**src/rtl/mult_pkg.sv**
```systemverilog
// Shared types for the shift-and-add multiplier: FSM state encoding and product width.
package mult_pkg;

    localparam int DW_DEF = 16;
    localparam int PW     = 2 * DW_DEF;

    typedef enum logic [1:0] {
        IDLE = 2'd0,
        RUN  = 2'd1,
        DONE = 2'd2
    } state_t;

    typedef logic [PW-1:0] product_t;

endpackage

```
**src/rtl/mult_iter_counter.sv**
```systemverilog
// Iteration counter: counts RUN steps and flags the last one (count == DW-1).
// Latency: tc is combinational from the count register.
// Backpressure: en low holds the count; clr has priority over en.
module mult_iter_counter #(
    parameter int DW = 16,
    parameter int CW = 5
) (
    input  logic clk,
    input  logic rst,
    input  logic clr,
    input  logic en,
    output logic tc
);

    logic [CW-1:0] count;

    always_ff @(posedge clk or negedge rst) begin
        if (!rst) begin
            count <= '0;
        end else if (clr) begin
            count <= '0;
        end else if (en) begin
            count <= count + CW'(1);
        end
    end

    assign tc = (count == CW'(DW - 1));

endmodule

```
**src/rtl/shift_add_multiplier.sv**
```systemverilog
// Sequential unsigned shift-and-add multiplier, one multiplier bit per enabled cycle.
// Latency: done pulses in the cycle after edge k+DW for start at edge k, plus one per enb-low RUN cycle.
// Backpressure: enb low freezes RUN; start is ignored while busy and never queued.
module shift_add_multiplier
    import mult_pkg::*;
#(
    parameter int DW = DW_DEF,
    parameter int CW = 5
) (
    input  logic            clk,
    input  logic            rst,
    input  logic            enb,
    input  logic            start,
    input  logic [DW-1:0]   multiplicand,
    input  logic [DW-1:0]   multiplier,
    output logic            busy,
    output logic            done,
    output logic [2*DW-1:0] product
);

    state_t state, state_nxt;

    logic [2*DW-1:0] a_reg;
    logic [2*DW-1:0] acc;
    logic [2*DW-1:0] acc_sum;
    logic [2*DW-1:0] product_reg;
    logic [DW-1:0]   b_reg;
    logic            load;
    logic            step;
    logic            tc;

    mult_iter_counter #(
        .DW (DW),
        .CW (CW)
    ) u_iter_counter (
        .clk (clk),
        .rst (rst),
        .clr (load),
        .en  (step),
        .tc  (tc)
    );

    always_ff @(posedge clk or negedge rst) begin
        if (!rst) begin
            state <= IDLE;
        end else begin
            state <= state_nxt;
        end
    end

    always_comb begin
        state_nxt = state;
        load      = 1'b0;
        step      = 1'b0;
        case (state)
            IDLE: begin
                if (start) begin
                    load      = 1'b1;
                    state_nxt = RUN;
                end
            end
            RUN: begin
                if (enb) begin
                    step = 1'b1;
                    if (tc) begin
                        state_nxt = DONE;
                    end
                end
            end
            DONE:    state_nxt = IDLE;
            default: state_nxt = IDLE;
        endcase
    end

    // The final step's partial product must land in product, so take the sum, not acc.
    assign acc_sum = acc + (b_reg[0] ? a_reg : '0);

    always_ff @(posedge clk or negedge rst) begin
        if (!rst) begin
            a_reg       <= '0;
            b_reg       <= '0;
            acc         <= '0;
            product_reg <= '0;
        end else if (load) begin
            a_reg <= {{DW{1'b0}}, multiplicand};
            b_reg <= multiplier;
            acc   <= '0;
        end else if (step) begin
            acc   <= acc_sum;
            a_reg <= a_reg << 1;
            b_reg <= b_reg >> 1;
            if (tc) begin
                product_reg <= acc_sum;
            end
        end
    end

    assign busy    = (state != IDLE);
    assign done    = (state == DONE);
    assign product = product_reg;

endmodule

```
**config.mk**
```make
export PLATFORM = sky130hd
export DESIGN_NAME = shift_add_multiplier
export DESIGN_NICKNAME = d
export VERILOG_FILES = /design/src/rtl/mult_pkg.sv /design/src/rtl/mult_iter_counter.sv /design/src/rtl/shift_add_multiplier.sv
export SDC_FILE = /design/constraint.sdc
export NUM_CORES = 1
export LEC_CHECK = 0
export CAP_MARGIN = 20
export CORE_MARGIN = 3
export CORE_UTILIZATION = 55
export DETAILED_ROUTE_END_ITERATION = 7
export PLACE_DENSITY = 0.8
export REMOVE_ABC_BUFFERS = 1
export SYNTH_ARGS = -nofsm -noshare
export SYNTH_HDL_FRONTEND = slang
export SYNTH_SLANG_ARGS = --single-unit
```
**constraint.sdc**
```tcl
create_clock -name clk -period 4.21 [get_ports clk]
set_clock_uncertainty 0.15 [all_clocks]
set_input_delay 0.842 -clock clk [delete_from_list [all_inputs] [get_ports clk]]
set_output_delay 0.842 -clock clk [all_outputs]
set_load 0.05 [all_outputs]
```
==> flow_summary.yaml <==
status:
  outcome: "finished clean"
route:
  routed_wl_um: 15700
  drc: 0
  wl_met1_um: 6800
  firstDrtPassIters: 6
  topRoutingLayerUsed: "met4"
  met3_length_um: 845
  vias: 5537
  dr_wl_met2_um: 7710
  drtIter0Drc: 450
  via_per_inst: 6.04
  final_antenna_net_count: 0
  drt-wirelength-per-cell_um: 17.1
run:
  max_cap_viol_count: 0
timing:
  fmax_mhz: 261
  rsz0062_at_grt: "no"
  fin_worst_hold_slack_ns: 0.324
  finalSetupViolCount: 0
  maxSlewHeadroom_pct: 35.2
  drv_slew: 0
  fin_crit_sh_pct: 91.2
  tightest_slew_ns: 0.972
  hold_viol: 0
  min_period_ns: 3.84
  final.setup.worst_slack_ns: 0.371
clocking:
  root_buffer: "clkbuf_16"
  cts_tree: "built"
  cts.sinks: 119
  clk-insertion-delay-late_ns: 0.42
  cts_resized: 0
  htree_levels: 4
  cts_made_buffers: 17
  post_cts_buffers: 0
  clk_pin_slew_ns: 0.05
  cts_hold_buffers: 0
  clock_path_buffers: 2
place:
  dp.cells: 887
  hpwl_um: 10500
  io_buffers: 69
  gp_congestion: 0.907
  place_ws_ns: 0.436
  place_area_um2: 7380
logic_synthesis:
  ys_types: 63
  synth.yosys.seq_area_share_pct: 44.8
  yosys_warnings: 0
  yosys.area_share.simple_pct: 17.8
  synth_compound_area_share_pct: 20.5
  synth_top_family_by_area: "compound AO/OA/AOI/OAI gates"
  async_flop_share_pct: 100
  synth_area_leader_cell: "dfrtp_1"
  syn_inst: 707
  synth_edf_count: 0
  synth_seq_cells: 119
  syn_area_um2: 6640
  synth_top_area_share_pct: 44.8
  synth_xor_area_share_pct: 3.43
  synthAdderAreaFrac_pct: 6.52
  synth_area_leaders: "dfrtp_1 (45%), nand2_1 (7.2%), ha_1 (6.2%)"
  syn_avg_cell_area_um2: 9.40
  synth_ff_type: "dfrtp_1"
  synthMuxAreaShare_pct: 2.56
grt:
  antenna_found_initial: 0
  gr-total-overflow: 0
  grt_pass1_vias: 5653
  grt_max_degree: 77
  grt_pass1_wl_um: 26600
  gr-usage-all-layers_pct: 25.1
layout:
  instances_no_fill: 917
  seq_area_um2: 2980
  final_cell_mix: "nand2_1 (127), dfrtp_1 (119), o21ai_0 (78)"
  syn_to_final_growth_pct: 19.6
  final_common_cell: "nand2_1"
  num_antenna_cells: 0
  finalInstanceArea_um2: 7940
  multi_input_area_um2: 3390
  layout-drive-gt1-share_pct: 7.36
  nets: 833
  fill_cells: 890
pwr:
  power.density_nw_per_um2: 644
  leakage_uw: 0.00371
  vdd_drop_max_uv: 430
critical_path:
  worstSetupEndpointType: "flop"
  cp_data_arrival_time_ns: 3.98
  required_ns: 4.35
  cp-start-kind: "flop"
  crit_fanout: 33
  r2r_cells: 11
  critPathKind: "flop to flop"
floorplan:
  die_w_um: 116
  io_pins: 70
  die_area_um2: 13400
  row_count: 39
  core-area_um2: 11600
  start_util_pct: 57.2
  die_y_um: 116
min_path:
  min_path_type: "flop to flop"
  whs_path_depth: 2
==> power breakdown <==
| part | switching, µW | leakage (µW) | internal, µW |
|---|---|---|---|
| Combinational | 1170 | 0.00185 | 712 |
| Clock | 514 | 0.000267 | 864 |
| Sequential | 313 | 0.00159 | 1550 |
| Total | 1990 | 0.00371 | 3120 |
==> worst max-delay path: stages, from the launching register on <==
cell      delay (ns)
dfrtp_1         0.75
and2_1          0.33
ha_1            0.21
fa_1            0.41
a21o_1          0.21
nand4_1         0.08
nand3_1         0.16
a31oi_1         0.42
o21ai_0         0.21
o21a_1          0.26
a221oi_1        0.43
nor2_1          0.09
==> layout make-up <==
| class | instances | area share, % |
|---|---|---|
| clock buffer | 23 | 6.14 |
| clock inverter | 7 | 0.898 |
| inverter | 17 | 0.804 |
| multi-input combinational | 530 | 42.7 |
| sequential | 119 | 37.5 |
| tap | 143 | 2.25 |
| timing repair buffer | 78 | 9.67 |
==> path summary, 6_finish.rpt <==
check | from | to | slack (ns)
setup reg to reg | b_reg[0] | product[16] | 0.37
max in group asynchronous | rst | a_reg[15] | 2.74
setup / recovery | b_reg[0] | product[16] | 0.37
min in group asynchronous | rst | u_iter_counter.count[0] | 0.43
hold reg to reg | product[31] | product[31] | 0.32
hold / removal | product[31] | product[31] | 0.32
==> logic make-up (layout without fill, tap and decap cells) <==
| kind of cell | count (synthesis) | count (layout) |
|---|---|---|
| adders and majority gates | 34 | 34 |
| and+or+nand+nor | 249 | 249 |
| AOI/OAI and AO/OA | 204 | 204 |
| xor gates and xnor gates | 26 | 26 |
| DFF | 119 | 119 |
| muxes | 17 | 17 |
| buffers and inverters | 58 | 125 |
==> cell usage after synthesis, types with 4 or more instances <==
cell      count
a21o_1       11
a21oi_1      27
a21oi_2       4
a22o_1       23
a22oi_1      18
a31oi_1       5
and2_1       34
and3_1        6
clkbuf_1     33
dfrtp_1     119
ha_1         33
inv_1        16
mux2i_1      17
nand2_1     127
nand3_1      19
nand4_1       8
nor2_1       24
nor2b_1       6
nor3_1        5
nor3b_1       4
o211ai_1      5
o21ai_0      78
xnor2_1      17
xor2_1        9
==> metal layers <==
layer  vias to the layer above  track usage [%]
met1                      2724             32.0
met3                        29             5.38
met2                       174             41.3
met5                         -                0
met4                         0             10.8
li1                       2610                -
==> metrics by stage <==
stage	utilization [%]	power, µW	setup TNS, ns
floorplan	-	3100	-9.31
global placement	63.6	3650	0
detailed placement	63.6	3720	0
CTS	68.4	5130	0
global route	68.4	5420	0
finish	68.4	5120	0
(Power assumes the default switching activity.)
